--- config.mk ---
export PLATFORM = sky130hd
export DESIGN_NAME = genesis_energy_arbiter
export DESIGN_NICKNAME = d
export VERILOG_FILES = /design/src/rtl/genesis_arb_pkg.sv /design/src/rtl/genesis_rr_picker.sv /design/src/rtl/genesis_energy_arbiter.sv
export SDC_FILE = /design/constraint.sdc
export NUM_CORES = 1
export LEC_CHECK = 0
export CAP_MARGIN = 20
export CORE_AREA = 2 2 154 156
export CTS_BUF_LIST = sky130_fd_sc_hd__clkbuf_16
export CTS_CLUSTER_SIZE = 24
export DETAILED_ROUTE_END_ITERATION = 12
export DIE_AREA = 0 0 156 158
export PLACE_DENSITY_LB_ADDON = 0.12
export SKIP_CTS_REPAIR_TIMING = 1
export SLEW_MARGIN = 10
export SYNTH_ARGS = -nofsm -noshare
export SYNTH_HDL_FRONTEND = slang
export SYNTH_SLANG_ARGS = --single-unit
--- constraint.sdc ---
create_clock -name clk -period 4.7 [get_ports clk]
set_clock_uncertainty 0.1 [all_clocks]
set_input_delay 0.705 -clock clk [delete_from_list [all_inputs] [get_ports clk]]
set_output_delay 0.705 -clock clk [all_outputs]
set_load 0.05 [all_outputs]
--- src/rtl/genesis_arb_pkg.sv ---
// Shared types and helpers for the genesis energy arbiter.
// The optional ARCHITECT_PRIORITY_EN macro is consumed by genesis_energy_arbiter.
package genesis_arb_pkg;

    // Sequencer states
    typedef enum logic [2:0] {
        StIdle,
        StWake,
        StGrant,
        StStream,
        StCooldown
    } arb_state_t;

    // Token that wakes the core once after reset; must be non-zero
    localparam logic [63:0] DefaultWakeToken = 64'h0000_0000_0000_0119;

    // Width of a requester index, never less than one bit
    function automatic int unsigned gw_width(input int unsigned n);
        return (n > 2) ? $clog2(n) : 1;
    endfunction

endpackage

--- src/rtl/genesis_rr_picker.sv ---
// Combinational round-robin picker: first asserted request at or above ptr_i,
// wrapping from NUM_REQ-1 back to 0. Works for non-power-of-2 NUM_REQ.
module genesis_rr_picker
    import genesis_arb_pkg::*;
#(
    parameter  int unsigned NUM_REQ = 4,
    localparam int unsigned GW      = gw_width(NUM_REQ)
) (
    input  logic [NUM_REQ-1:0] req_i,
    input  logic [GW-1:0]      ptr_i,
    output logic [GW-1:0]      winner_o,
    output logic               any_valid_o
);

    int unsigned   idx;
    logic [GW-1:0] idx_w;
    logic          found;

    // Scan from the pointer upward; the first hit wins
    always_comb begin
        idx      = 0;
        idx_w    = '0;
        found    = 1'b0;
        winner_o = '0;
        for (int unsigned k = 0; k < NUM_REQ; k++) begin
            idx   = (int'(ptr_i) + k) % NUM_REQ;
            idx_w = GW'(idx);
            if (!found && req_i[idx_w]) begin
                winner_o = idx_w;
                found    = 1'b1;
            end
        end
        any_valid_o = found;
    end

endmodule

--- src/rtl/genesis_energy_arbiter.sv ---
// Round-robin arbiter/sequencer feeding the consciousness core's dark-energy input.
// Wakes the core once after reset, then grants bursts of up to BURST_LEN beats with a
// GAP_CYCLES idle gap between bursts. The core has no backpressure, so this block paces it.
// Optional macro ARCHITECT_PRIORITY_EN: requester 0 gets strict priority at GRANT.
module genesis_energy_arbiter
    import genesis_arb_pkg::*;
#(
    parameter  int unsigned       NUM_REQ    = 4,
    parameter  int unsigned       DATA_W     = 64,
    parameter  int unsigned       BURST_LEN  = 8,
    parameter  int unsigned       GAP_CYCLES = 2,
    parameter  logic [DATA_W-1:0] WAKE_TOKEN = DATA_W'(DefaultWakeToken),
    localparam int unsigned       GW         = gw_width(NUM_REQ)
) (
    input  logic                      clk,
    input  logic                      rst_n,
    input  logic [NUM_REQ-1:0]        req_valid_i,
    input  logic [NUM_REQ*DATA_W-1:0] req_data_i,
    output logic [NUM_REQ-1:0]        req_ready_o,
    output logic [DATA_W-1:0]         core_sensory_o,
    output logic [DATA_W-1:0]         core_energy_o,
    output logic                      core_energy_valid_o,
    output logic [GW-1:0]             grant_id_o,
    output logic                      busy_o,
    output logic                      burst_done_o
);

    localparam int unsigned BW       = $clog2(BURST_LEN + 1);
    localparam int unsigned GCW      = (GAP_CYCLES > 0) ? $clog2(GAP_CYCLES + 1) : 1;
    localparam int unsigned BeatLast = BURST_LEN - 1;
    localparam int unsigned GapLast  = (GAP_CYCLES > 0) ? GAP_CYCLES - 1 : 0;

    arb_state_t        state_q, state_d;
    logic              woken_q, woken_d;
    logic [GW-1:0]     rr_ptr_q, rr_ptr_d;
    logic [BW-1:0]     beat_cnt_q, beat_cnt_d;
    logic [GCW-1:0]    gap_cnt_q, gap_cnt_d;
    logic [GW-1:0]     grant_id_q, grant_id_d;
    logic [DATA_W-1:0] core_sensory_q, core_sensory_d;
    logic [DATA_W-1:0] core_energy_q, core_energy_d;
    logic              core_energy_valid_q, core_energy_valid_d;
    logic              burst_done_q, burst_done_d;

    logic [DATA_W-1:0]  req_beat [NUM_REQ];
    logic [NUM_REQ-1:0] pick_req;
    logic [GW-1:0]      pick_winner, grant_winner;
    logic               pick_any, grant_any;
    logic               cur_valid, xfer, last_beat, burst_end, keep_ptr;

    for (genvar g = 0; g < NUM_REQ; g++) begin : g_unpack
        assign req_beat[g] = req_data_i[g*DATA_W +: DATA_W];
    end

`ifdef ARCHITECT_PRIORITY_EN
    // Requester 0 bypasses the rotation; the rest rotate among themselves
    assign pick_req     = {req_valid_i[NUM_REQ-1:1], 1'b0};
    assign grant_winner = req_valid_i[0] ? '0 : pick_winner;
    assign grant_any    = req_valid_i[0] | pick_any;
    assign keep_ptr     = (grant_id_q == '0);
`else
    assign pick_req     = req_valid_i;
    assign grant_winner = pick_winner;
    assign grant_any    = pick_any;
    assign keep_ptr     = 1'b0;
`endif

    genesis_rr_picker #(
        .NUM_REQ (NUM_REQ)
    ) u_picker (
        .req_i       (pick_req),
        .ptr_i       (rr_ptr_q),
        .winner_o    (pick_winner),
        .any_valid_o (pick_any)
    );

    assign cur_valid = req_valid_i[grant_id_q];
    assign xfer      = (state_q == StStream) && cur_valid;
    assign last_beat = xfer && (beat_cnt_q == BW'(BeatLast));
    // A dropped valid also closes the burst, including the zero-beat case
    assign burst_end = (state_q == StStream) && (!cur_valid || last_beat);

    // State and datapath registers, synchronous active-low reset
    always_ff @(posedge clk) begin
        if (!rst_n) begin
            state_q             <= StIdle;
            woken_q             <= 1'b0;
            rr_ptr_q            <= '0;
            beat_cnt_q          <= '0;
            gap_cnt_q           <= '0;
            grant_id_q          <= '0;
            core_sensory_q      <= '0;
            core_energy_q       <= '0;
            core_energy_valid_q <= 1'b0;
            burst_done_q        <= 1'b0;
        end else begin
            state_q             <= state_d;
            woken_q             <= woken_d;
            rr_ptr_q            <= rr_ptr_d;
            beat_cnt_q          <= beat_cnt_d;
            gap_cnt_q           <= gap_cnt_d;
            grant_id_q          <= grant_id_d;
            core_sensory_q      <= core_sensory_d;
            core_energy_q       <= core_energy_d;
            core_energy_valid_q <= core_energy_valid_d;
            burst_done_q        <= burst_done_d;
        end
    end

    // Next-state and counter logic
    always_comb begin
        state_d    = state_q;
        woken_d    = woken_q;
        rr_ptr_d   = rr_ptr_q;
        beat_cnt_d = beat_cnt_q;
        gap_cnt_d  = gap_cnt_q;
        grant_id_d = grant_id_q;
        unique case (state_q)
            StIdle: begin
                if (|req_valid_i) begin
                    state_d = woken_q ? StGrant : StWake;
                end
            end
            StWake: begin
                woken_d = 1'b1;
                state_d = StGrant;
            end
            StGrant: begin
                if (grant_any) begin
                    grant_id_d = grant_winner;
                    beat_cnt_d = '0;
                    state_d    = StStream;
                end else begin
                    state_d = StIdle;
                end
            end
            StStream: begin
                if (xfer) begin
                    beat_cnt_d = beat_cnt_q + BW'(1);
                end
                if (burst_end) begin
                    if (!keep_ptr) begin
                        rr_ptr_d = (grant_id_q == GW'(NUM_REQ - 1)) ? '0 : grant_id_q + GW'(1);
                    end
                    gap_cnt_d = '0;
                    state_d   = (GAP_CYCLES == 0) ? StIdle : StCooldown;
                end
            end
            StCooldown: begin
                if (gap_cnt_q == GCW'(GapLast)) begin
                    state_d = StIdle;
                end else begin
                    gap_cnt_d = gap_cnt_q + GCW'(1);
                end
            end
            default: state_d = StIdle;
        endcase
    end

    // Outputs: combinational ready/busy and next values of the registered outputs
    always_comb begin
        req_ready_o = '0;
        if (state_q == StStream) begin
            req_ready_o[grant_id_q] = 1'b1;
        end
        busy_o              = (state_q != StIdle);
        core_sensory_d      = (state_d == StWake) ? WAKE_TOKEN : '0;
        core_energy_valid_d = xfer;
        core_energy_d       = xfer ? req_beat[grant_id_q] : '0;
        burst_done_d        = burst_end;
    end

    assign core_sensory_o      = core_sensory_q;
    assign core_energy_o       = core_energy_q;
    assign core_energy_valid_o = core_energy_valid_q;
    assign grant_id_o          = grant_id_q;
    assign burst_done_o        = burst_done_q;

endmodule

== After elaboration in Yosys (flattened, before gate mapping) ==
Cells that the tools add are included.
Storage, ports and cells
  bits in registers: 144
  bits of input ports: 262
  output and inout bits: 137
  logic and storage cells: 96
Operators by class
  add/sub/neg operators: 6
  order comparisons: 7
  equal/unequal tests: 12
  multiplexer cells: 38
  bitwise operators: 1
  reductions and logical operators: 22
Operators by type and width (number)
  64-bit binary-select mux with 2-bit select: 1
  64-bit 2-to-1 mux: 2
  2-bit 2-to-1 mux: 9
  2-bit by 3-bit less-than comparator with 1-bit output (second input constant): 5
  3-bit one-hot mux with 5 select lines: 1
  4-bit 2-to-1 mux: 3
  1-bit binary-select mux with 2-bit select: 5
  1-bit 2-to-1 mux: 10
  3-bit 2-to-1 mux: 3
  9-bit 2-to-1 mux: 1
  2-bit inequality test (second input constant): 4
  4-bit one-hot mux with 2 select lines: 1
  1-bit logical AND: 7
  2-bit by 1-bit adder with 2-bit output (second input constant): 3
  3-bit by 1-bit == test with 1-bit output (second input constant): 2
  3-bit by 2-bit == test with 1-bit output (second input constant): 2
  2-bit AND reduction: 3
  3-bit AND reduction: 2
  2-bit adder (second input constant): 2
  4-bit by 1-bit adder with 4-bit output (second input constant): 1
  4-bit by 3-bit == test with 1-bit output (second input constant): 1
  1-bit zero test: 4
  2-bit one-hot mux with 2 select lines: 1
  2-bit nonzero test: 2
  11 further kinds: 11

== Longest topological paths before layout ==
  word-level depth: 16
  gate-level depth with buffers: 7
  gate-level depth less buffers: 6

== By module ==
A second synthesis with hierarchy kept.
Unflattened totals
  cells, all modules: 394
  area total of the unflattened synthesis: 4669.5 µm²
Modules (own cells, without submodules)
  genesis_energy_arbiter: times used 1, cells an instance 379, area an instance 4591.9 µm², sequential area each 1621.6 µm²
  genesis_rr_picker: times used 1, cells an instance 15, area an instance 77.6 µm², sequential area each 0.0 µm²

== Least setup slack after synthesis ==
No wires, ideal clock.
  kind: register to output
  start: reg grant_id_q[0] (netlist: grant_id_o[0])
  end: out req_ready_o[0]
  data arrival time: 1.927 ns
  required time: 3.895 ns
  path slack: 1.968 ns
  cell stages (with the launch flop): 7
  buffers on the path: 3
  path through: dfxtp_1 > buf_2 > buf_4 > buf_2 > inv_1 > ha_1 > and2_1
Between the ends
  cells in the longest elaborated chain, start to end: 5
  elaborated cells between the ends (all ways): 6
  classes of those cells: 2 x order compare; 3 x mux; 1 x reduce/logical
Ends and longest elaborated chain
  start: declaration: RTL line genesis_energy_arbiter.sv:38  | logic [GW-1:0] grant_id_q, grant_id_d;
  start signal: assignment: RTL line genesis_energy_arbiter.sv:101  | grant_id_q <= grant_id_d;
  2-bit by 3-bit less-than comparator with 1-bit output (not written as such) / 2-bit by 1-bit greater-or-equal comparator with 1-bit output (equally long branches): RTL line genesis_energy_arbiter.sv:163  | req_ready_o[grant_id_q] = 1'b1;
  1-bit logical AND (not written as such): RTL line genesis_energy_arbiter.sv:163
  1-bit 2-to-1 mux (not written as such): RTL line genesis_energy_arbiter.sv:163
  1-bit demux with 2-bit select (*): RTL line genesis_energy_arbiter.sv:163
  4-bit 2-to-1 mux (*): RTL line genesis_energy_arbiter.sv:162  | if (state_q == StStream) begin
  end: declaration: RTL line genesis_energy_arbiter.sv:19  | output logic [NUM_REQ-1:0] req_ready_o,
Mark *: on every way between the ends. The rest lies on a longest branch, timed or not.

== Worst setup path in the final report ==
  start: reg grant_id_q[1] (netlist: grant_id_o[1])
  end: out grant_id_o[1]
RTL lines
  end: declaration: RTL line genesis_energy_arbiter.sv:23  | output logic [GW-1:0] grant_id_o,
No word-level cell between the ends.

==> flow_metrics.env <==
export IMPL_gp_congestion=0.763
export IMPL_worstHoldEndpoint="beat_cnt_q[1]"
export IMPL_hold_viol=0
export IMPL_design_core_area_um2=23100
export IMPL_dp_hpwl_um=16200
export IMPL_wl_um=20700
export IMPL_clk_path_buf_depth=2
export IMPL_final_nets=973
export IMPL_p_per_area_nw_per_um2=293
export IMPL_synth_cell_types=40
export IMPL_clk_latency_ns=0.34
export IMPL_cts_inserted_buffers=9
export IMPL_synthAdderAreaFrac_pct=1.61
export IMPL_path_cells="buf_4 -> clkdlybuf4s50_1"
export IMPL_grt_max_degree=68
export IMPL_synth_xor_area_share_pct=0.377
export IMPL_r2r_start="grant_id_o[1]"
export IMPL_status="finished, final reports clean"
export IMPL_drive_above_1_share_pct=12.5
export IMPL_hold_slack_ns=0.403
export IMPL_gr_total_overflow=0
export IMPL_p_leak_nw=3.20
export IMPL_synth_compound_area_share_pct=3.01
export IMPL_holdCritStartpoint="beat_cnt_q[1]"
export IMPL_max_stage_delay_ns=0.94
export IMPL_ioPinCount=399
export IMPL_finalCritPeriodShare_pct=69.9
export IMPL_dpl_instance_area_um2=8000
export IMPL_synthCells=390
export IMPL_routed_via_density=4.32
export IMPL_ant_nets=0
export IMPL_path_max_fanout=47
export IMPL_die_h_um=158
export IMPL_slew_headroom_pct=38.6
export IMPL_start_util_pct=20.2
export IMPL_cts_sinks=81
export IMPL_tightest_slew_ns=0.922
export IMPL_critPathSlowestCell="clkdlybuf4s50_1"
export IMPL_synth_area_um2=4650
export IMPL_finish_utilization_pct=36.0
export IMPL_syn_area_per_cell_um2=11.9
export IMPL_setup_violations=0
export IMPL_yosysWarnings=0
export IMPL_grt_usage_pct=15.8
export IMPL_synthArstFlopShare_pct=0
export IMPL_drcViolationCount=0
export IMPL_port_buffers=338
export IMPL_yosysSeqAreaShare_pct=34.9
export IMPL_synth_ff_type="dfxtp_1"
export IMPL_hold_depth=2
export IMPL_endpoint_kind="output pin"
export IMPL_clk_pin_slew_ns=0.06
export IMPL_worst_slack_ns=1.41
export IMPL_first_pass_iters=6
export IMPL_path_buf_inv=2
export IMPL_path_delay_family="buffers and inverters"
export IMPL_min_path_type="reg -> reg"
export IMPL_die_area_um2=24600
export IMPL_rows=56
export IMPL_h_tree_depth=3
export IMPL_reg2reg_to="state_q[0]"
export IMPL_num_vias=4330
export IMPL_drt_iter0_markers=213
export IMPL_maxSlewViolCount=0
export IMPL_rsz0062_at_grt="false"
export IMPL_dieWidth_um=156
export IMPL_grt_antenna_before_repair=5
export IMPL_area_delta_synth_final_pct=78.4
export IMPL_fin_tns_setup_ns=0
export IMPL_path_class="reg -> out"
export IMPL_cp_required_ns=3.89
export IMPL_synthSimpleGateAreaFrac_pct=13.9
export IMPL_synth_edf_count=0
export IMPL_layout_cells_most_common="clkdlybuf4s50_1"
export IMPL_grt_pass1_vias=4404
export IMPL_fin_crit_ns=3.29
export IMPL_crit_arrival_ns=2.48
export IMPL_crit_path_start_kind="flop"
export IMPL_grt_pass1_wl_um=28300
export IMPL_wire_per_inst_um=20.7
export IMPL_ys_seq_elements=81
export IMPL_vdd_ir_drop_max_v=0.000204
export IMPL_max_clock_freq_ghz=0.304
export IMPL_place_ws_ns=1.71
export IMPL_cts_tree="yes"
export IMPL_final_cell_area_um2=8300
export IMPL_cap_viol_max_count=0
export IMPL_final_cell_mix="clkdlybuf4s50_1 (337), dfxtp_1 (79), and3_1 (66)"
export IMPL_reg2regPathDepth=5
export IMPL_root_buffer="clkbuf_16"
export IMPL_rrSetupSlack_ns=1.99
export IMPL_synth_top_family_by_area="multiplexers"
export IMPL_synthMuxAreaShare_pct=31.7
where the power goes:
part | internal [mW] | total (mW) | switching (mW)
combinational | 0.465 | 0.949 | 0.484
clock | 0.390 | 0.697 | 0.307
sequential | 0.727 | 0.781 | 0.0537
registers in the layout, indices dropped and copies added (netlist names), 2 cells and up:
name and count:
state_q 3, core_energy_o 64, grant_id_o 2, beat_cnt_q 4, gap_cnt_q 2, rr_ptr_q 2
layer usage:
metal	share of wire (%)	track usage, %	wire (µm)
met1	37	17.3	7750
met2	52	28.3	10700
met3	8.9	5.72	1850
met4	1.7	5.59	359
met5	0.17	0	35
through the flow:
step | instances | power (mW)
2_1_floorplan | 449 | 1.43
3_3_place_gp | 984 | 1.75
3_5_place_dp | 984 | 1.75
4_1_cts | 1000 | 2.47
5_1_grt | 1002 | 2.55
6_report | 1003 | 2.43
how the worst max path moves through the flow:
stage,start,end,slack [ns],depth (start not counted)
detailed placement,grant_id_o[1],grant_id_o[1],1.71,2
CTS,grant_id_o[1],grant_id_o[1],1.32,2
global route,grant_id_o[1],grant_id_o[1],1.28,2
global placement,grant_id_o[1],grant_id_o[1],1.73,2
finish,grant_id_o[1],grant_id_o[1],1.41,2
floorplan,grant_id_o[0],req_ready_o[0],1.97,6
logic make-up after synthesis:
| family | after synthesis |
|---|---|
| buffers and inverters | 103 |
| adders and majority gates | 6 |
| xor gates and xnor gates | 2 |
| AOI/OAI and AO/OA | 20 |
| DFF | 81 |
| and+or+nand+nor | 111 |
| muxes | 66 |
| other | 1 |
final cells by class:
type                            count  area [µm²]
Fill cell                        2262       14800
Antenna cell                        3        7.51
Multi-Input combinational cell    265        2580
Inverter                            7        26.3
Clock buffer                       10         250
Timing Repair Buffer              341        3400
Sequential cell                    81        1630
Tap cell                          290         363
Clock inverter                      6        40.0
tightest hold or removal path, delay by kind of cell (launching register included):
kind	cells	cell delay (ns)
simple gates	1	0.06
compound gates	1	0.07
flops	1	0.32
Yosys cell counts (2+ instances only):
master	n	area share [%]
mux4_2	65	31
clkbuf_1	17	1.4
and3_1	66	8.9
buf_1	3	0.24
buf_6	4	0.97
buf_2	6	0.65
and2_1	6	0.81
clkbuf_4	2	0.32
buf_4	64	10
inv_1	7	0.57
o21ai_0	3	0.32
xor2_1	2	0.38
nand2_1	12	0.97
o21a_1	3	0.48
nor2_1	8	0.65
nand3_1	7	0.75
dfxtp_1	81	35
a21oi_1	3	0.32
a21boi_0	2	0.32
o22ai_1	2	0.27
o221ai_1	2	0.38
nor4_1	2	0.27
ha_1	6	1.6
(Power assumes the default switching activity.)
